File: src/rtl/circuit2_pkg.sv
// Shared types and constants for the circuit2 multicycle engine.
// Optional build macro CIRCUIT2_SIGNED_EN selects a signed compare and arithmetic shift.
package circuit2_pkg;

    localparam int DATAWIDTH_DEF = 32;

    // Encoding 7 is unused and recovers to ST_WAIT.
    typedef enum logic [2:0] {
        ST_WAIT  = 3'd0,
        ST_S1    = 3'd1,
        ST_S2    = 3'd2,
        ST_S3    = 3'd3,
        ST_S4    = 3'd4,
        ST_S5    = 3'd5,
        ST_FINAL = 3'd6
    } state_t;

    typedef enum logic {
        ALU_ADD = 1'b0,
        ALU_SUB = 1'b1
    } alu_op_t;

endpackage

File: src/rtl/circuit2_alu.sv
// Shared add/sub unit plus an eq/lt comparator for the circuit2 engine.
// With CIRCUIT2_SIGNED_EN defined, lt compares the operands as two's-complement values.
module circuit2_alu
    import circuit2_pkg::*;
#(
    parameter int DATAWIDTH = DATAWIDTH_DEF
) (
    input  logic [DATAWIDTH-1:0] i_op_a,
    input  logic [DATAWIDTH-1:0] i_op_b,
    input  alu_op_t              i_op,
    output logic [DATAWIDTH-1:0] o_res,
    input  logic [DATAWIDTH-1:0] i_cmp_a,
    input  logic [DATAWIDTH-1:0] i_cmp_b,
    output logic                 o_eq,
    output logic                 o_lt
);

    logic                 w_sub;
    logic [DATAWIDTH-1:0] w_b_inv;

    // One adder serves both operations: a - b == a + ~b + 1.
    assign w_sub   = (i_op == ALU_SUB);
    assign w_b_inv = i_op_b ^ {DATAWIDTH{w_sub}};
    assign o_res   = i_op_a + w_b_inv + {{(DATAWIDTH-1){1'b0}}, w_sub};

    assign o_eq = (i_cmp_a == i_cmp_b);
`ifdef CIRCUIT2_SIGNED_EN
    assign o_lt = ($signed(i_cmp_a) < $signed(i_cmp_b));
`else
    assign o_lt = (i_cmp_a < i_cmp_b);
`endif

endmodule

File: src/rtl/circuit2_hlsm.sv
// Multicycle circuit2 engine: one shared add/sub and one comparator scheduled by an FSM.
// CIRCUIT2_SIGNED_EN switches z to an arithmetic right shift (compare handled in circuit2_alu).
module circuit2_hlsm
    import circuit2_pkg::*;
#(
    parameter int DATAWIDTH = DATAWIDTH_DEF
) (
    input  logic                 Clk,
    input  logic                 Rst,
    input  logic                 Start,
    input  logic [DATAWIDTH-1:0] a,
    input  logic [DATAWIDTH-1:0] b,
    input  logic [DATAWIDTH-1:0] c,
    output logic [DATAWIDTH-1:0] x,
    output logic [DATAWIDTH-1:0] z,
    output logic                 Done,
    output logic                 Busy
);

    state_t               r_state;
    state_t               w_next;

    logic [DATAWIDTH-1:0] r_ra, r_rb, r_rc;
    logic [DATAWIDTH-1:0] r_d, r_e, r_f, r_g, r_h;
    logic                 r_eq, r_lt;
    logic [DATAWIDTH-1:0] r_x, r_z;
    logic                 r_done;

    logic [DATAWIDTH-1:0] w_alu_b;
    alu_op_t              w_alu_op;
    logic [DATAWIDTH-1:0] w_alu_res;
    logic                 w_eq, w_lt;
    logic [DATAWIDTH-1:0] w_gsel;
    logic [DATAWIDTH-1:0] w_x, w_z;

    circuit2_alu #(.DATAWIDTH(DATAWIDTH)) u_alu (
        .i_op_a  (r_ra),
        .i_op_b  (w_alu_b),
        .i_op    (w_alu_op),
        .o_res   (w_alu_res),
        .i_cmp_a (r_d),
        .i_cmp_b (r_e),
        .o_eq    (w_eq),
        .o_lt    (w_lt)
    );

    always_ff @(posedge Clk or negedge Rst) begin
        if (!Rst) r_state <= ST_WAIT;
        else      r_state <= w_next;
    end

    always_comb begin
        w_next   = r_state;
        w_alu_b  = r_rb;
        w_alu_op = ALU_ADD;
        case (r_state)
            ST_WAIT:  if (Start) w_next = ST_S1;
            ST_S1:    w_next = ST_S2;
            ST_S2: begin
                w_alu_b = r_rc;
                w_next  = ST_S3;
            end
            ST_S3: begin
                w_alu_op = ALU_SUB;
                w_next   = ST_S4;
            end
            ST_S4:    w_next = ST_S5;
            ST_S5:    w_next = ST_FINAL;
            ST_FINAL: w_next = ST_WAIT;
            default:  w_next = ST_WAIT;
        endcase
    end

    // h takes the freshly muxed value, not the r_g register being written this edge.
    assign w_gsel = r_eq ? r_e : r_d;
    assign w_x    = r_g << r_lt;
`ifdef CIRCUIT2_SIGNED_EN
    assign w_z    = $unsigned($signed(r_h) >>> r_lt);
`else
    assign w_z    = r_h >> r_lt;
`endif

    always_ff @(posedge Clk or negedge Rst) begin
        if (!Rst) begin
            r_ra   <= '0;
            r_rb   <= '0;
            r_rc   <= '0;
            r_d    <= '0;
            r_e    <= '0;
            r_f    <= '0;
            r_eq   <= 1'b0;
            r_lt   <= 1'b0;
            r_g    <= '0;
            r_h    <= '0;
            r_x    <= '0;
            r_z    <= '0;
            r_done <= 1'b0;
        end else begin
            r_done <= (r_state == ST_S5);
            case (r_state)
                ST_WAIT: begin
                    if (Start) begin
                        r_ra <= a;
                        r_rb <= b;
                        r_rc <= c;
                    end
                end
                ST_S1: r_d <= w_alu_res;
                ST_S2: r_e <= w_alu_res;
                ST_S3: begin
                    r_f  <= w_alu_res;
                    r_eq <= w_eq;
                    r_lt <= w_lt;
                end
                ST_S4: begin
                    r_g <= w_gsel;
                    r_h <= r_lt ? r_f : w_gsel;
                end
                ST_S5: begin
                    r_x <= w_x;
                    r_z <= w_z;
                end
                default: ;
            endcase
        end
    end

    assign x    = r_x;
    assign z    = r_z;
    assign Done = r_done;
    assign Busy = (r_state != ST_WAIT);

endmodule

File: config.mk
export PLATFORM = sky130hd
export DESIGN_NAME = circuit2_hlsm
export DESIGN_NICKNAME = d
export VERILOG_FILES = /design/src/rtl/circuit2_pkg.sv /design/src/rtl/circuit2_alu.sv /design/src/rtl/circuit2_hlsm.sv
export SDC_FILE = /design/constraint.sdc
export NUM_CORES = 1
export LEC_CHECK = 0
export ABC_AREA = 0
export ABC_CLOCK_PERIOD_IN_PS = 3300
export BUFFER_PORTS_ARGS = -buffer_cell sky130_fd_sc_hd__buf_4
export CAP_MARGIN = 5
export CORE_MARGIN = 1
export CORE_UTILIZATION = 54
export DETAILED_ROUTE_END_ITERATION = 7
export PLACE_DENSITY = 0.77
export SLEW_MARGIN = 20
export SYNTH_ARGS = -nofsm -noshare
export SYNTH_HDL_FRONTEND = slang
export SYNTH_SLANG_ARGS = --single-unit
File: constraint.sdc
create_clock -name Clk -period 3.3 [get_ports Clk]
set_input_delay 0.99 -clock Clk [delete_from_list [all_inputs] [get_ports Clk]]
set_output_delay 0.99 -clock Clk [all_outputs]
set_load 0.01 [all_outputs]
Yosys cells after proc, flatten, opt, wreduce, memory -nomap -nowiden

Index checks and enable logic that the tools add are counted.

Add/sub/neg operators: 2
Order comparisons: 1
Equal/unequal tests: 7
Shifts and indexed selects: 2
Muxes and demuxes: 6
Bitwise operators: 1
Reduce and logical (&&, ||, !) cells: 3

Operator list:

| operator           | number |
|---|---|
| $mux 32            | 3 |
| $add 32x1->32      | 1 |
| $add 32x32->32     | 1 |
| $eq 32x32->1       | 1 |
| $lt 32x32->1       | 1 |
| $shl 32x1->32      | 1 |
| $shr 32x1->32      | 1 |
| $xor 32x32->32     | 1 |
| $pmux 3 s6         | 1 |
| $eq 3x2->1 const B | 2 |
| $eq 3x3->1 const B | 2 |
| $eq 3x1->1 const B | 1 |
| $logic_not 3->1    | 1 |
| $mux 3             | 1 |
| $reduce_bool 3->1  | 1 |
| $ne 2x2->1 const B | 1 |
| $reduce_and 2->1   | 1 |
| $mux 1             | 1 |

Register bits: 326
Input bits: 99
Logic and storage cells: 36

Logic depth before layout (Yosys ltp)

Gate-level depths: netlist of the first run.

Depth in word-level cells: 5
Mapped depth: 16

Cells and area by module

From an unflattened synthesis of the first run, not the netlist that was laid out.

Cell total of the unflattened synthesis: 1401
Area total of the unflattened synthesis: 16762.3 sq um

Modules (own cells, without submodules):

| module        | instances | cells an instance | area an instance (sq um) | sequential area each (sq um) |
|---|---|---|---|---|
| circuit2_hlsm | 1         | 1017              | 13940.9                  | 8157.8 |
| circuit2_alu  | 1         | 384               | 2821.5                   | 0.0 |

Least setup slack after synthesis of the first run

No wires, ideal clock.

Path kind: register to register
From: reg r_state[0]
To: reg r_e[14]
Setup time: 0.130 ns
Arrival time: 3.360 ns
Data required time: 3.170 ns
Setup slack: -0.190 ns
Cell stages (with the launch flop): 14
Path buffers: 2
Period minus slack after synthesis: 3.490 ns
Cell sequence: dfrtp_1 -> clkbuf_1 -> buf_1 -> mux2i_1 -> o21ai_0 -> ha_1 -> nor2b_1 -> o31a_1 -> o21ai_1 -> a211oi_1 -> a21bo_2 -> a21oi_2 -> xor2_1 -> o21ai_0

Longest elaborated chain between the ends: 5
Elaborated cells on any way between the ends: 7
Classes of those cells: add/sub: 2; eq/ne: 2; mux: 2; bitwise: 1

RTL lines:

| element                           | RTL line                                  | text |
|---|---|---|
| start, declared                   | circuit2_hlsm.sv:20                       | `state_t r_state;` |
| start signal, assigned            | circuit2_hlsm.sv:49                       | `else r_state <= w_next;` |
| $eq 3x2->1 (on tied branches)     | circuit2_hlsm.sv:56, circuit2_hlsm.sv:100 |  |
| $mux 32 or $mux 1 (tied branches) | circuit2_hlsm.sv:56                       | `case (r_state)` |
| $xor 32x32->32                    | circuit2_alu.sv:23                        | `assign w_b_inv = i_op_b ^ {DATAWIDTH{w_sub}};` |
| $add 32x32->32                    | circuit2_alu.sv:24                        | `assign o_res = i_op_a + w_b_inv + {{(DATAWIDTH-1){1'b0}}, w_sub};` |
| $add 32x1->32                     | circuit2_alu.sv:24                        |  |
| end signal, assigned              | circuit2_hlsm.sv:109                      | `ST_S2: r_e <= w_alu_res;` |
| end, declared                     | circuit2_hlsm.sv:24                       | `logic [DATAWIDTH-1:0] r_d, r_e, r_f, r_g, r_h;` |

Parallel ways exist; a longest one is shown, timed or not.
A chain may end at the register's enable or synchronous reset.

Worst setup path in the final report of the first run

From: reg r_state[0]
To: reg r_f[25]

Longest elaborated chain between the ends: 5
Elaborated cells on any way between the ends: 7
Classes of those cells: add/sub: 2; eq/ne: 2; mux: 2; bitwise: 1

RTL lines:

| element                           | RTL line                                  | text |
|---|---|---|
| $eq 3x2->1 (on tied branches)     | circuit2_hlsm.sv:56, circuit2_hlsm.sv:100 |  |
| $mux 32 or $mux 1 (tied branches) | circuit2_hlsm.sv:56                       |  |
| $xor 32x32->32                    | circuit2_alu.sv:23                        |  |
| $add 32x32->32                    | circuit2_alu.sv:24                        |  |
| $add 32x1->32                     | circuit2_alu.sv:24                        |  |
| end signal, assigned              | circuit2_hlsm.sv:111                      | `r_f <= w_alu_res;` |
| end, declared                     | circuit2_hlsm.sv:24                       |  |

Parallel ways exist; a longest one is shown, timed or not.

==> reports/metrics.yaml, run 1 <==
outcome: "finished, final reports clean"
fp.dieH_um: 178
fmax_mhz: 307
multi_input_area_um2: 7960
grt_pass1_vias: 12600
finalHoldViolations: 0
maxCapViolCount: 0
drt_pass1_iterations: 5
finClkSkew_ps: 19.1
tritoncts: "built"
place.port_buffers: 164
final_cells: 2352
crit_arrival_ps: 3630
grt_antenna_before_repair: 0
synth_fp_nets: 1918
clock-sinks: 326
die_area_um2: 31500
regArea_um2: 8160
r2r_end: "r_f[25]"
max_slew_margin: 0.319
synth-seq-cells: 326
drive_gt1_frac: 0.218
final_area_um2: 20100
grt_setup_unrepaired: "true"
critPathTopFamily: "compound AO/OA/AOI/OAI gates"
synth.area.top_cells: "dfrtp_1 (49%), o21ai_0 (9.0%), mux2i_1 (7.6%)"
yosys.area.top_type_share: 0.490
cts_made_buffers: 35
ys_seq_area_frac: 0.490
synthesis.area_um2: 16600
critPathLaunch: "r_state[0]"
ctsLongestPathBuffers: 3
hold_class: "input port to async pin"
synth_cell_types: 56
initial_core_util: 0.555
crit_chain: "buf_12 -> mux2i_1 -> o21ai_0 -> ha_1 -> a2111oi_1 -> o21ai_2 -> nand4_1 -> a31oi_1 -> buf_4 -> a211oi_1 -> xor2_1 -> buf_4 -> o21ai_0"
yosys_warnings: 0
synthToLayoutAreaGrowth_pct: 20.9
die_x_um: 178
cp-end-kind: "register"
fin_crit_ps: 3260
reg2reg_from: "r_state[0]"
drt_wl_total_um: 38700
overflow: 0
avgViaCountPerCell: 5.65
fp.coreArea_um2: 30000
clk_pin_slew_ps: 70
slowest_delay_ps: 480
cts_root_buf: "clkbuf_16"
antenna_left: 0
drt_first_iter_violations: 939
crit_end: "r_f[25]"
grt_use_total: 0.246
clock_insertion_delay_worst_skew_ps: 530
hpwl_um: 27200
critPathSlowestCell: "a2111oi_1"
layout_common_cells: "dfrtp_1 (323), nand2_1 (310), o21ai_0 (294)"
io_pins: 165
post-route-period-util: 0.988
fin_hold_ws_ps: 381
crit_required_ps: 3670
cp_num_buf_inv: 3
ff2ff_path_depth: 13
worstSetupPathDepth: 13
cp_max_fo: 13
dp.cells: 2279
n_fill_cell: 2340
place_congestion: 0.896
synthFlopType: "dfrtp_1"
diodes: 0
vias: 13300
layout_commonest_cell: "dfrtp_1"
synth_edf_count: 0
yosysTopAreaCell: "dfrtp_1"
synth.avg_cell_area_um2: 9.49
wire_per_inst_um: 16.5
startpoint_type: "register"
synthCells: 1753
htree_levels: 2
r2r_slack_ps: 40
async_flop_share: 1.00
placed_cell_area_um2: 18700
grt_max_degree: 129
setup_violations: 0
nets: 2101
std_cell_rows: 63
slew_violations: 0
tightest_slew_ps: 1020
drc: 0
grt_pass1_wl_um: 62600
critical_path_class: "register to register"
## repair_timing
item,CTS,global route
pin swaps,0,9
hold buffers,0,0
setup endpoints to repair,24,54
gates resized for setup,6,35
gates cloned,0,1
setup buffers,0,9
## through the flow
stage	utilization	setup TNS (ps)	setup WS (ps)
after floorplan	-	0	5.87
after global placement	0.623	-41.8	-22.1
after detailed placement	0.623	-1220	-132
after CTS	0.664	0	1.89
after global routing	0.671	-331	-64.9
final	0.671	0	40.9
## cell usage after synthesis (all sizes together) (2+ instances only)
cell type	count
a2111oi	2
a211o	6
a211oi	8
a21o	14
a21oi	83
a31oi	6
and2	4
and3	2
and4	2
buf	22
clkbuf	88
dfrtp	326
ha	65
inv	74
mux2	65
mux2i	127
nand2	312
nand2b	11
nand3	17
nand4	21
nor2	80
nor2b	14
nor3	13
nor4	2
o2111ai	7
o211ai	5
o21a	11
o21ai	305
o21bai	4
o311ai	4
o31a	4
o31ai	2
or2	3
or3	5
or4	4
xnor2	13
xor2	11
## cell type report
cell class	instances	area share
multi-input combinational	1244	0.396
timing repair buffer	255	0.101
inverter	74	0.0138
clock inverter	16	0.00915
sequential	326	0.406
clock buffer	47	0.0498
tap	390	0.0243
## cell families after synthesis
| group | Yosys count | share of synthesized area |
|---|---|---|
| AO/OA/AOI/OAI | 469 | 0.159 |
| XOR/XNOR | 24 | 0.0126 |
| adder cells (fa/ha/maj) | 66 | 0.0501 |
| buffers and inverters | 184 | 0.0429 |
| flip-flops | 326 | 0.490 |
| multiplexers | 192 | 0.120 |
| AND/OR/NAND/NOR | 492 | 0.125 |
## worst register-to-register path, cell delays in order (launching register included)
cell and delay [ps]:
dfrtp_2 450, buf_12 180, mux2i_1 200, o21ai_0 100
ha_1 380, a2111oi_1 490, o21ai_2 160, nand4_1 150
a31oi_1 120, buf_4 160, a211oi_1 320, xor2_1 170
buf_4 150, o21ai_0 90
## worst min-delay path by stage
stage,end,slack [ps],depth (start not counted)
after floorplan,r_f[0],450,2
after global placement,x[14],460,2
after detailed placement,r_f[13],470,2
after CTS,r_h[8],390,1
after global routing,r_h[8],400,1
final,r_h[8],380,1
## flip-flops by register name, summed over array words and instances, names as in the netlist
signal	flops
r_d	32
r_e	32
r_f	32
r_g	32
r_h	32
r_ra	32
r_rb	32
r_rc	32
x	32
z	32
r_state	3
Done	1
r_eq	1
r_lt	1
## per-layer routing
layer  vias to the layer above  share of wire  track usage
met5                         -              0            0
met4                         0          0.026       0.0723
met3                        79          0.058       0.0336
met2                       459           0.44        0.369
met1                      6324           0.48        0.371
li1                       6431              -            -
Power of run 1 is left out: the tool's default activity adds up to more than one toggle a clock period on the data nets, which glitch-free logic cannot reach.
==> inputs of run 2 (changes only) <==
--- a/config.mk
+++ b/config.mk
@@ -9,7 +9,7 @@
 export ABC_CLOCK_PERIOD_IN_PS = 3300
 export BUFFER_PORTS_ARGS = -buffer_cell sky130_fd_sc_hd__buf_4
 export CAP_MARGIN = 5
-export CORE_MARGIN = 1
+export CORE_MARGIN = 5
 export CORE_UTILIZATION = 54
 export DETAILED_ROUTE_END_ITERATION = 7
 export PLACE_DENSITY = 0.77
==> reports/metrics.yaml, run 2 (synthesis results as in run 1) <==
grt_pass1_wl_um: 65000
hold_class: "input port to async pin"
nets: 2083
grt_antenna_before_repair: 0
tritoncts: "built"
crit_required_ps: 3740
pwr-share-seq: 0.287
grt_max_degree: 130
cts_made_buffers: 36
place_congestion: 0.875
hpwl_um: 28000
fp.dieH_um: 186
combPwrFrac: 0.548
final_area_um2: 20100
drt_wl_total_um: 39300
drc: 0
tightest_slew_ps: 1040
place.port_buffers: 164
slowest_delay_ps: 450
power.switching_mw: 11.0
max_slew_margin: 0.303
layout_setup_ws_ps: 134
outcome: "finished, final reports clean"
synthToLayoutAreaGrowth_pct: 20.8
clock-sinks: 326
fin_crit_ps: 3170
die_x_um: 186
place_ws_ps: -55.1
diodes: 0
avgViaCountPerCell: 5.60
startpoint_type: "register"
drt_pass1_iterations: 5
crit_chain: "buf_12 -> mux2i_1 -> o21ai_0 -> ha_1 -> nor2b_2 -> o31a_1 -> o21ai_2 -> a211oi_2 -> buf_4 -> a31oi_4 -> o21ai_1 -> buf_4 -> or3_1 -> nand3_1"
std_cell_rows: 64
grt_setup_unrepaired: "true"
fmax_mhz: 316
ir_drop_mv: 0.573
grt_pass1_vias: 12900
total_power_mw: 25.6
cts_root_buf: "clkbuf_16"
slew_violations: 0
p_leak_nw: 9.36
die_area_um2: 34400
pwr-share-clk: 0.165
critPathTopFamily: "compound AO/OA/AOI/OAI gates"
layout_commonest_cell: "dfrtp_1"
overflow: 0
wire_per_inst_um: 16.8
placed_cell_area_um2: 18600
clk_pin_slew_ps: 60
ctsHoldBuffers: 0
n_fill_cell: 2386
layout_common_cells: "dfrtp_1 (324), nand2_1 (310), o21ai_0 (292)"
critical_path_class: "register to register"
critPathSlowestCell: "dfrtp_2"
drt_first_iter_violations: 910
io_pins: 165
ctsLongestPathBuffers: 3
clock_insertion_delay_worst_skew_ps: 520
post-route-period-util: 0.959
powerDensity_nw_per_um2: 1270
cp-end-kind: "register"
setup_violations: 0
critPathMostFrequentCell: "buf_4"
vias: 13100
maxCapViolCount: 0
finalHoldViolations: 0
crit_arrival_ps: 3610
p_int_mw: 14.5
fp.coreArea_um2: 30500
grt_use_total: 0.229
htree_levels: 2
switching_share: 0.431
drive_gt1_frac: 0.211
initial_core_util: 0.545
cp_num_buf_inv: 3
finClkSkew_ps: 15.5
antenna_left: 0
cp_max_fo: 8
[run 2: final timing paths]
check                           start       end  slack (ps)  cells after the start
max                        r_state[0]   r_f[30]         130                     14
min                               Rst     x[10]         450                      1
max reg2reg                r_state[0]   r_f[30]         130                     14
min reg2reg                     z[16]     z[16]         470                      2
max in group asynchronous         Rst  r_ra[25]        2080                      2
min in group Clk                z[16]     z[16]         470                      2
[run 2: per-stage QoR]
stage	hold WS [ps]	util	cells	setup TNS [ps]
final	449	0.659	2341	0
after global routing	500	0.659	2341	-80.1
after CTS	476	0.652	2334	0
after detailed placement	465	0.609	2268	-247
after global placement	463	0.609	2268	0
after floorplan	446	-	1753	0
[run 2: layout make-up]
class / instances / area, µm² / area share
clock inverters: 13 / 185 / 0.00922
repair buffers: 237 / 1920 / 0.0958
well taps: 396 / 495 / 0.0247
flip-flops and latches: 326 / 8160 / 0.406
multi-input cells: 1243 / 7960 / 0.396
clock buffers: 52 / 1090 / 0.0543
inverters: 74 / 278 / 0.0138
[run 2: power groups by stage]
stage | clock [mW] | sequential, mW | combinational, mW
3_3_place_gp | 0 | 7.26 | 12.7
6_report | 4.21 | 7.35 | 14.0
5_1_grt | 4.46 | 7.56 | 15.6
3_5_place_dp | 0 | 7.37 | 13.1
4_1_cts | 4.29 | 7.32 | 13.4
2_1_floorplan | 0 | 6.96 | 8.88
[run 2: repair_timing]
action / 4_1_cts / 5_1_grt
hold endpoints to repair: 0 / 0
gates cloned: 0 / 1
endpoints found under the setup margin: 17 / 60
pin swaps: 1 / 7
buffers inserted: 1 / 6
resized for setup: 5 / 38
[run 2: per-layer routing]
layer | wire, µm | vias to the layer above | GRT usage
li1 | - | 6409 | -
met1 | 19000 | 6240 | 0.352
met2 | 16900 | 391 | 0.343
met3 | 2500 | 63 | 0.0358
met4 | 820 | 0 | 0.0536
met5 | 0 | - | 0
[run 2: worst register-to-register path, stage by stage, from the launching register on]
cell and delay (ps):
dfrtp_2 450, buf_12 160, mux2i_1 190, o21ai_0 100
ha_1 360, nor2b_2 190, o31a_1 260, o21ai_2 170
a211oi_2 100, buf_4 160, a31oi_4 250, o21ai_1 90
buf_4 150, or3_1 380, nand3_1 80
Power figures use the tool's default switching activity.
